## src/rtl/pattern_scan_pkg.sv

```systemverilog
// Shared types and constants for the serial pattern scan controller.
//   state_t         : controller FSM state encoding
//   DEFAULT_PATTERN : 4-bit reference pattern (MSB is the first bit seen)
package pattern_scan_pkg;

  typedef enum logic [1:0] {
    IDLE  = 2'd0,
    LOAD  = 2'd1,
    SHIFT = 2'd2,
    DONE  = 2'd3
  } state_t;

  localparam logic [3:0] DEFAULT_PATTERN = 4'b1011;

endpackage

```

## src/rtl/pattern_scan_ctrl_if.sv

```systemverilog
// Word-input handshake between a producer and the scan controller.
//   in_valid : producer has a word
//   in_data  : word to scan, shifted MSB first
//   in_last  : in_data is the final word of the scan
//   in_ready : controller accepts a word this cycle
// master = producer side, slave = controller side.
interface pattern_scan_ctrl_if #(
  parameter int DATA_W = 8
);
  logic              in_valid;
  logic [DATA_W-1:0] in_data;
  logic              in_last;
  logic              in_ready;

  modport master (output in_valid, output in_data, output in_last, input in_ready);
  modport slave  (input in_valid, input in_data, input in_last, output in_ready);
endinterface

```

## src/rtl/pattern_match_core.sv

```systemverilog
// Bit-serial pattern detector: shift history, fill counter and compare.
//   clk, rst_n : clock, asynchronous active-low reset
//   clear_i    : clear history, fill counter and match (start of a scan)
//   bit_en_i   : bit_i is consumed this cycle
//   bit_i      : incoming serial bit
//   pattern_i  : pattern to detect, MSB = oldest bit
//   overlap_i  : 1 = overlapping matches, 0 = non-overlapping
//   hit_o      : combinational, the bit consumed this cycle completes a match
//   match_o    : registered hit_o (one cycle after the bit)
module pattern_match_core #(
  parameter int PAT_W = 4
) (
  input  logic             clk,
  input  logic             rst_n,
  input  logic             clear_i,
  input  logic             bit_en_i,
  input  logic             bit_i,
  input  logic [PAT_W-1:0] pattern_i,
  input  logic             overlap_i,
  output logic             hit_o,
  output logic             match_o
);

  localparam int FW = $clog2(PAT_W + 1);

  logic [PAT_W-1:0] hist_q, hist_d, hist_shift;
  logic [FW-1:0]    fill_q, fill_d;
  logic             match_q, match_d;

  // Shift form avoids a negative slice when PAT_W is 1.
  assign hist_shift = (hist_q << 1) | PAT_W'(bit_i);
  // Fill already at PAT_W-1 or saturated: this bit makes the window complete.
  assign hit_o = bit_en_i && (fill_q >= FW'(PAT_W - 1)) && (hist_shift == pattern_i);

  always_comb begin
    hist_d  = hist_q;
    fill_d  = fill_q;
    match_d = 1'b0;
    if (clear_i) begin
      hist_d = '0;
      fill_d = '0;
    end else if (bit_en_i) begin
      hist_d  = hist_shift;
      match_d = hit_o;
      // Non-overlap: the next match needs PAT_W fresh bits.
      if (hit_o && !overlap_i) begin
        fill_d = '0;
      end else if (fill_q != FW'(PAT_W)) begin
        fill_d = fill_q + 1'b1;
      end
    end
  end

  always_ff @(posedge clk or negedge rst_n) begin
    if (!rst_n) begin
      hist_q  <= '0;
      fill_q  <= '0;
      match_q <= 1'b0;
    end else begin
      hist_q  <= hist_d;
      fill_q  <= fill_d;
      match_q <= match_d;
    end
  end

  assign match_o = match_q;

endmodule

```

## src/rtl/pattern_scan_ctrl.sv

```systemverilog
// Sequencer for a programmable serial pattern detector. Accepts words over a
// valid/ready handshake, serialises each MSB first (one bit per clock) into
// pattern_match_core and counts matches per scan.
//   clk, rst_n   : clock, asynchronous active-low reset
//   start        : begin a scan (accepted only when idle)
//   cfg_pattern  : pattern, latched on accepted start
//   cfg_overlap  : overlap mode, latched on accepted start
//   in_if        : word handshake (slave side)
//   busy         : accepted start through done cycle inclusive
//   match        : one-cycle pulse per detected pattern
//   match_count  : saturating match count since last accepted start
//   done         : one-cycle end-of-scan pulse
module pattern_scan_ctrl
  import pattern_scan_pkg::*;
#(
  parameter int DATA_W = 8,
  parameter int PAT_W  = 4,
  parameter int CNT_W  = 8
) (
  input  logic               clk,
  input  logic               rst_n,
  input  logic               start,
  input  logic [PAT_W-1:0]   cfg_pattern,
  input  logic               cfg_overlap,
  pattern_scan_ctrl_if.slave in_if,
  output logic               busy,
  output logic               match,
  output logic [CNT_W-1:0]   match_count,
  output logic               done
);

  localparam int BC_W = (DATA_W > 1) ? $clog2(DATA_W) : 1;

  state_t            state_q, state_d;
  logic [DATA_W-1:0] word_q, word_d;
  logic              last_q, last_d;
  logic [BC_W-1:0]   bit_cnt_q, bit_cnt_d;
  logic [PAT_W-1:0]  pat_q, pat_d;
  logic              ovl_q, ovl_d;
  logic [CNT_W-1:0]  cnt_q, cnt_d;
  logic              core_clear, bit_en, hit;

  always_ff @(posedge clk or negedge rst_n) begin
    if (!rst_n) state_q <= IDLE;
    else        state_q <= state_d;
  end

  always_comb begin
    state_d    = state_q;
    word_d     = word_q;
    last_d     = last_q;
    bit_cnt_d  = bit_cnt_q;
    pat_d      = pat_q;
    ovl_d      = ovl_q;
    core_clear = 1'b0;
    bit_en     = 1'b0;
    unique case (state_q)
      IDLE: begin
        if (start) begin
          pat_d      = cfg_pattern;
          ovl_d      = cfg_overlap;
          core_clear = 1'b1;
          state_d    = LOAD;
        end
      end
      LOAD: begin
        if (in_if.in_valid) begin
          word_d    = in_if.in_data;
          last_d    = in_if.in_last;
          bit_cnt_d = BC_W'(DATA_W - 1);
          state_d   = SHIFT;
        end
      end
      SHIFT: begin
        bit_en = 1'b1;
        word_d = word_q << 1;
        if (bit_cnt_q == '0) state_d = last_q ? DONE : LOAD;
        else                 bit_cnt_d = bit_cnt_q - 1'b1;
      end
      DONE: state_d = IDLE;
      default: state_d = IDLE;
    endcase
  end

  // Counter moves on the same edge that registers the match pulse.
  always_comb begin
    cnt_d = cnt_q;
    if (core_clear)                cnt_d = '0;
    else if (hit && cnt_q != '1)   cnt_d = cnt_q + 1'b1;
  end

  always_ff @(posedge clk or negedge rst_n) begin
    if (!rst_n) begin
      word_q    <= '0;
      last_q    <= 1'b0;
      bit_cnt_q <= '0;
      pat_q     <= '0;
      ovl_q     <= 1'b0;
      cnt_q     <= '0;
    end else begin
      word_q    <= word_d;
      last_q    <= last_d;
      bit_cnt_q <= bit_cnt_d;
      pat_q     <= pat_d;
      ovl_q     <= ovl_d;
      cnt_q     <= cnt_d;
    end
  end

  pattern_match_core #(.PAT_W(PAT_W)) u_core (
    .clk       (clk),
    .rst_n     (rst_n),
    .clear_i   (core_clear),
    .bit_en_i  (bit_en),
    .bit_i     (word_q[DATA_W-1]),
    .pattern_i (pat_q),
    .overlap_i (ovl_q),
    .hit_o     (hit),
    .match_o   (match)
  );

  assign in_if.in_ready = (state_q == LOAD);
  assign busy           = (state_q != IDLE);
  assign done           = (state_q == DONE);
  assign match_count    = cnt_q;

endmodule

```

## src/flat_wrapper.sv

```systemverilog
// flat-port wrapper written by rule: the top's interface ports become plain ports
module pattern_scan_ctrl_flat import pattern_scan_pkg::*;
#(
  parameter int DATA_W = 8,
  parameter int PAT_W  = 4,
  parameter int CNT_W  = 8
)
  (clk, rst_n, start, cfg_pattern, cfg_overlap, busy, match, match_count, done, in_if_in_valid, in_if_in_data, in_if_in_last, in_if_in_ready);
  pattern_scan_ctrl_if #(.DATA_W(DATA_W)) in_if_i ();
  input  logic clk;
  input  logic rst_n;
  input  logic start;
  input  logic [PAT_W-1:0] cfg_pattern;
  input  logic cfg_overlap;
  output logic busy;
  output logic match;
  output logic [CNT_W-1:0] match_count;
  output logic done;
  input wire logic [$bits(in_if_i.in_valid)-1:0] in_if_in_valid;
  input wire logic [$bits(in_if_i.in_data)-1:0] in_if_in_data;
  input wire logic [$bits(in_if_i.in_last)-1:0] in_if_in_last;
  output wire logic [$bits(in_if_i.in_ready)-1:0] in_if_in_ready;
  assign in_if_i.in_valid = in_if_in_valid;
  assign in_if_i.in_data = in_if_in_data;
  assign in_if_i.in_last = in_if_in_last;
  assign in_if_in_ready = in_if_i.in_ready;
  pattern_scan_ctrl #(.DATA_W(DATA_W), .PAT_W(PAT_W), .CNT_W(CNT_W)) u_core (.clk(clk), .rst_n(rst_n), .start(start), .cfg_pattern(cfg_pattern), .cfg_overlap(cfg_overlap), .in_if(in_if_i), .busy(busy), .match(match), .match_count(match_count), .done(done));
endmodule
```

## config.mk

```make
export PLATFORM = sky130hd
export DESIGN_NAME = pattern_scan_ctrl_flat
export DESIGN_NICKNAME = d
export VERILOG_FILES = /design/src/rtl/pattern_scan_pkg.sv /design/src/rtl/pattern_scan_ctrl_if.sv /design/src/rtl/pattern_match_core.sv /design/src/rtl/pattern_scan_ctrl.sv /design/src/flat_wrapper.sv
export SDC_FILE = /design/constraint.sdc
export NUM_CORES = 1
export LEC_CHECK = 0
export BUFFER_PORTS_ARGS = -buffer_cell sky130_fd_sc_hd__buf_2
export CAP_MARGIN = 20
export CORE_ASPECT_RATIO = 1.5
export CORE_MARGIN = 1.5
export CORE_UTILIZATION = 45
export DETAILED_ROUTE_END_ITERATION = 6
export PLACE_DENSITY = 0.73
export SETUP_SLACK_MARGIN = 0.1
export SYNTH_ARGS = -nofsm -noshare
export SYNTH_HDL_FRONTEND = slang
export SYNTH_HIERARCHICAL = 1
export SYNTH_SLANG_ARGS = --single-unit
```

## constraint.sdc

```tcl
create_clock -name clk -period 2.6 [get_ports clk]
set_input_delay 0.13 -clock clk [delete_from_list [all_inputs] [get_ports clk]]
set_output_delay 0.13 -clock clk [all_outputs]
set_load 0.01 [all_outputs]
```

# Word level (Yosys, flattened, before mapping)
# Index checks and enable logic that the tools add are counted.
dict set report op_classes {
  reduce_logical 18
  bitwise 1
  magnitude_cmp 1
  add_sub_neg 3
  n_eq_ne 10
  n_mux 23
}
# op n
set op_table {}
lappend op_table {{two-way mux 3 bit} 8}
lappend op_table {{two-way mux 8 bit} 3}
lappend op_table {{one-hot mux 8 bit (2 select lines)} 1}
lappend op_table {{adder 8 x 1 -> 8 bit, second input constant} 1}
lappend op_table {{two-way mux 2 bit} 4}
lappend op_table {{inequality test 8 bit, second input constant} 1}
lappend op_table {{one-hot mux 2 bit (4 select lines)} 1}
lappend op_table {{AND reduction 2 bit} 4}
lappend op_table {{nonzero test 2 bit} 4}
lappend op_table {{inequality test 2 bit, second input constant} 3}
lappend op_table {{one-hot mux 3 bit (2 select lines)} 1}
lappend op_table {{AND reduction 3 bit} 2}
lappend op_table {{two-way mux 1 bit} 5}
lappend op_table {{== test 2 bit, second input constant} 2}
lappend op_table {{== test 4 bit} 1}
lappend op_table {{logical AND 1 bit} 4}
lappend op_table {{OR 4 x 1 -> 4 bit} 1}
lappend op_table {{adder 3 x 1 -> 3 bit, second input constant} 1}
lappend op_table {{greater-or-equal comparator 3 x 2 -> 1 bit, second input constant} 1}
lappend op_table {{zero test 3 bit} 1}
lappend op_table {{inequality test 3 bit, second input constant} 1}
lappend op_table {{nonzero test 3 bit} 1}
lappend op_table {{subtractor 3 x 1 -> 3 bit, second input constant} 1}
lappend op_table {{== test 2 x 1 -> 1 bit, second input constant} 1}
lappend op_table {{other kinds (3)} 3}
dict set report word_totals {
  register_bits 34
  word_cells 66
  input_bits 18
  out_inout_bits 12
}

# Depth between registers and ports, before layout
dict set report logic_depth {
  depth_word 8
  depth_mapped 10
  ltp_nobuf 9
}

# Cells and area by module
# Netlist, hierarchy kept.
# mod n_inst cells_per_inst seq_area_each_um2 area_per_inst_um2
set modules_own_cells {}
lappend modules_own_cells {pattern_scan_ctrl 1 136 675.6 1431.4}
lappend modules_own_cells {pattern_match_core 1 42 175.2 437.9}

# Worst setup path after synthesis
# Ideal clock, no wire load.
dict set report synth_timing {
  path_kind {reg2reg}
  from {register u_core.state_q[1]}
  to {register u_core.cnt_q[5], in the netlist u_core/match_count[5]}
  path_slack_ps 0
  setup_ps 125
  arrival_ps 2475
  stages_incl_launch_ff 10
  t_required_ps 2475
  path_buffers 3
  cell_sequence {dfrtp_1 > buf_2 > buf_2 > nor2b_1 > buf_6 > inv_2 > nor4_1 > and4_1 > nand4_1 > mux2_4}
}
dict set report synth_between {
  elab_chain_cells 6
  word_cells_on_any_way 9
  classes_between {1 x eq/ne; 3 x mux; 5 x reduce/logical}
}
# element line
set synth_lines {}
lappend synth_lines {{start: declaration} pattern_scan_ctrl.sv:34} ;# state_t state_q, state_d;
lappend synth_lines {{start signal: assignment} pattern_scan_ctrl.sv:45} ;# else state_q <= state_d;
lappend synth_lines {{== test 2 bit} pattern_scan_ctrl.sv:57} ;# unique case (state_q)
lappend synth_lines {{two-way mux 1 bit} pattern_scan_ctrl.sv:57}
lappend synth_lines {{net u_core.bit_en} pattern_scan_ctrl.sv:41} ;# logic core_clear, bit_en, hit;
lappend synth_lines {{logical AND 1 bit (2 in a row)} pattern_match_core.sv:33} ;# assign hit_o = bit_en_i && (fill_q >= FW'(PAT_W - 1)) && (hist_shift == pattern_i);
lappend synth_lines {{net u_core.hit} pattern_scan_ctrl.sv:41}
lappend synth_lines {{logical AND 1 bit} pattern_scan_ctrl.sv:89} ;# else if (hit && cnt_q != '1) cnt_d = cnt_q + 1'b1;
lappend synth_lines {{nonzero test 2 bit (no source line)} --}
lappend synth_lines {{end signal: assignment} pattern_scan_ctrl.sv:106} ;# cnt_q <= cnt_d;
lappend synth_lines {{end: declaration} pattern_scan_ctrl.sv:40} ;# logic [CNT_W-1:0] cnt_q, cnt_d;
# The timed path passes the listed nets, and every way through them passes these cells.
# A chain may end at the register's enable or synchronous reset.

# Worst setup path in the final report
dict set report layout_timing {
  from {register u_core.u_core.fill_q[0]}
  to {register u_core.cnt_q[5], in the netlist u_core/match_count[5]}
}
dict set report layout_between {
  elab_chain_cells 5
}
# element line
set layout_lines {}
lappend layout_lines {{start: declaration} pattern_match_core.sv:27} ;# logic [FW-1:0] fill_q, fill_d;
lappend layout_lines {{start signal: assignment} pattern_match_core.sv:61} ;# fill_q <= fill_d;
lappend layout_lines {{greater-or-equal comparator 3 x 2 -> 1 bit} pattern_match_core.sv:33}
lappend layout_lines {{logical AND 1 bit (2 in a row)} pattern_match_core.sv:33}
lappend layout_lines {{net u_core.hit} pattern_scan_ctrl.sv:41}
lappend layout_lines {{logical AND 1 bit} pattern_scan_ctrl.sv:89}
lappend layout_lines {{nonzero test 2 bit (no source line)} --}
# The timed path passes the listed nets, and every way through them passes these cells.

==> summary.txt <==
=================================================================================
Class of the tightest hold or removal check                          primary input to flip-flop
Synthesized area per cell                                                10.5 µm²
CP Depth                                                                        8
Endpoint of the lowest-slack register-to-register path               u_core/match_count[5]$_DFFE_PN0P_
Tot GR Track Use                                                            17.5%
Max-cap violations                                                              0
Sum of buffers and inverters on the critical path                               0
Total of fill cells in the finished design                                    380
HPWL Detailed                                                             2.35 mm
End point of the critical path                                       u_core/match_count[5]$_DFFE_PN0P_
Met3 wirelength from detailed routing                                      128 µm
Count of endpoints failing hold in the final timing report                      0
Clock insertion delay at the later pin of the skew report                 0.29 ns
Cts bufs inserted                                                               5
Top layer reached by signal wires                                            met4
Sequential share of power                                                   39.4%
Cell breakdown of the critical path                                  ha_1, ha_1, a211o_1, nand3_2, nor4_2, and4_1, nand4_1, mux2_4
Critical Path Sink Type                                                 flip-flop
Number of cells traversed by the worst register-to-register path                8
Number of nets in the synthesized netlist                                     202
Sequential cell area fraction in the yosys report                           45.5%
Ports placed on the boundary                                                   30
Data arrival time of the critical path                                    2.31 ns
Synthesis-to-layout area growth                                             15.1%
Logic gate share of total power                                             42.5%
Detail Route met2 WL                                                      1.78 mm
Final Setup Violations                                                          0
Wire length of the first global-routing pass                              6.13 mm
Diodes inserted                                                                 0
Hold-fix buffers, CTS                                                           1
Max-slew violation total from the final report                                  0
Unrepaired setup endpoints after global routing                                no
Cell with the most instances on the worst path                               ha_1
Initial core utilization                                                    47.2%
Leak Pwr                                                               0.00103 µW
Number of warning messages in the yosys log                                     6
Cell with the largest stage delay on the worst path                       dfrtp_1
Length of the first detailed-routing pass in iterations                         4
Library cell with the highest instance count after synthesis              dfrtp_1
Internal power component                                                  1380 µW
Result of the run                                                    finished, final reports clean
Worst clock skew                                                       0.00554 ns
Start point of the critical path                                     u_core/u_core/fill_q[0]$_DFFE_PN0P_
Most used flip-flop cell after synthesis                                  dfrtp_1
Switch Pwr                                                                 850 µW
Post-synthesis instance area                                             1870 µm²
TritonCTS clock tree                                                        built
Num rows                                                                       28
Maximum number of pins on one net before global-route repair                   35
Total non-filler cell area in the finished layout                        2150 µm²
DRC marker count from the first detailed-route iteration                       32
Most area-hungry cell type in the Yosys netlist                           dfrtp_1
Die boundary height                                                       81.9 µm
WP data required                                                          2.78 ns
Share of the synthesized area in the top cell type                          45.5%
Final estimated routing congestion in global placement                      0.749
Register clock-pin slew on the reported worst setup and hold paths        0.07 ns
Number of gates resized after cts                                               0
Number of flops mapped to enable cells by yosys                                 0
CP Launch Type                                                          flip-flop
Synth cell count leaders                                             dfrtp_1, a21oi_1, mux2i_1, nor2_1, nor2b_1
Delay-heaviest family, CP                                            simple AND/OR/NAND/NOR gates
Total number of clock tree sinks                                               34
Fmax                                                                      469 MHz
Die area                                                                 4560 µm²
Number of storage elements in the synthesis netlist                            34
Post-CTS repair timing setup buffer count                                       0
Unique cell type count in the Yosys netlist                                    46
ANT nets after route                                                            0
Post-Place Cell Area                                                     2050 µm²
Via count of the first global-routing pass                                  1,371
Wire length after detailed routing                                        3.45 mm
Width of the die                                                          55.6 µm
Count of input and output buffers                                              29
Highest cell delay on the worst timing path                               0.40 ns
Drt drc                                                                         0
Root buf cell                                                            clkbuf_8
Net count reported at finish                                                  235
Placeable Area                                                           3960 µm²
Reg-to-reg critical path startpoint                                  u_core/u_core/fill_q[0]$_DFFE_PN0P_
Max rail drop VDD                                                      0.000602 V
Async set-reset flop share out of synthesis                                  100%
Top post-synthesis cells by area                                     dfrtp_1, mux2i_1, a21oi_1, ha_1, nor2b_1
CP Max Fanout                                                                   5
Period Utilization, post-route                                              82.0%
Fraction of final layout cells with drive strength greater than 1           26.9%
FF/Latch Area                                                             851 µm²
Worst reg2reg setup slack                                                 0.47 ns
Vias post-DR                                                                1,405
Mean routed wirelength per cell                                           13.4 µm
Level count of the clock H-tree                                                 2
Type of the worst setup path                                         flip-flop to flip-flop
Remaining global-route overflow                                                 0
Clock power frac                                                            18.1%
Switching share of total power                                              38.1%
Power per unit of standard cell area                                  1040 nW/µm²
Total negative slack                                                         0 ns
Worst slew margin relative to its limit                                     49.9%
Antenna violations before repair                                                0
Vias per cell                                                                5.47
Met1 WL                                                                   1.47 mm
Area of combinational cells with multiple inputs                          920 µm²
Period minus WS final                                                     2.13 ns
Synth Instances                                                               178
Maximum number of buffers from clock root to sink                               2
Final hold slack                                                        0.0609 ns
Slew at the pin closest to its max-slew limit                            0.751 ns
=================================================================================
-- cell usage in the layout (no fill, tap or decap), types with 2 or more instances in the layout --
master    instances
a211oi_1          7
o21ai_0           5
mux2i_1          12
nor2b_1          11
clkbuf_8          6
o311ai_0          2
nor3_1            2
nor2_1           12
buf_4             5
nand2_1           8
inv_1            10
mux2_2            5
nand3_1           2
dfrtp_1          34
xor2_1            3
nand4_1           2
ha_1              6
and4_1            2
a21oi_1          15
a31oi_1           2
buf_2            29
xnor2_1           4
nand2b_1          3
-- area by class of cell --
cell class	instances	area share, %
Clock buffer	7	4.01
Clock inverter	1	0.233
Inverter	11	1.92
Multi-Input combinational cell	124	42.7
Sequential cell	34	39.5
Tap cell	45	2.62
Timing Repair Buffer	35	8.95
-- sequential cells by signal, summed over array words and instances, names as in the netlist --
name and count:
u_core/match_count 8, u_core/state_q 2, u_core/u_core/hist_q 3, u_core/word_q 8, u_core/pat_q 4, u_core/last_q 1, u_core/u_core/match_o 1, u_core/ovl_q 1
u_core/u_core/fill_q 3, u_core/bit_cnt_q 3
-- power by group through the flow --
stage | combinational, µW | clock, µW | sequential [µW]
global route | 1080 | 442 | 912
detailed placement | 946 | 0 | 892
finish | 948 | 403 | 879
CTS | 961 | 421 | 885
global placement | 930 | 0 | 879
floorplan | 784 | 0 | 850
-- worst register-to-register path: stages, from the launching register on --
cell	delay, ns
dfrtp_1	0.40
ha_1	0.17
ha_1	0.15
a211o_1	0.11
nand3_2	0.10
nor4_2	0.31
and4_1	0.33
nand4_1	0.15
mux2_4	0.31
-- per-layer routing --
| metal | GRT usage, % | vias to the layer above |
|---|---|---|
| li1 | - | 694 |
| met1 | 19.6 | 681 |
| met2 | 30.4 | 25 |
| met3 | 5.20 | 5 |
| met4 | 8.54 | 0 |
| met5 | 0 | - |
-- through the flow --
| stage | cells | power [µW] | util (%) | worst slack, ns |
|---|---|---|---|---|
| after floorplan | 178 | 1630 | - | 0.184 |
| after global placement | 248 | 1810 | 51.8 | 0.544 |
| after detailed placement | 248 | 1840 | 51.8 | 0.490 |
| after CTS | 257 | 2270 | 54.4 | 0.472 |
| after global routing | 257 | 2430 | 54.4 | 0.362 |
| final | 257 | 2230 | 54.4 | 0.468 |
-- cell families (layout without fill, tap and decap cells) --
group	Yosys count	after routing	synth area share [%]
mux	19	19	10.8
buf+inv	20	54	5.62
fa+ha+maj	6	6	4.02
simple gates	50	50	15.8
flops	34	34	45.5
xor+xnor	7	7	3.28
compound gates	42	42	14.9
-- worst min-delay path by stage --
stage,start,depth (start not counted),end,slack (ns)
after floorplan,rst_n,0,u_core/bit_cnt_q[0]$_DFFE_PN0P_,-0.17
after CTS,cfg_pattern[2],2,u_core/pat_q[2]$_DFFE_PN0P_,0.05
after global routing,cfg_pattern[2],2,u_core/pat_q[2]$_DFFE_PN0P_,0.06
after detailed placement,rst_n,1,u_core/u_core/fill_q[2]$_DFFE_PN0P_,0.26
after global placement,rst_n,1,u_core/ovl_q$_DFFE_PN0P_,0.25
final,cfg_pattern[2],2,u_core/pat_q[2]$_DFFE_PN0P_,0.06
No activity file was read; power rests on OpenSTA's default activity.
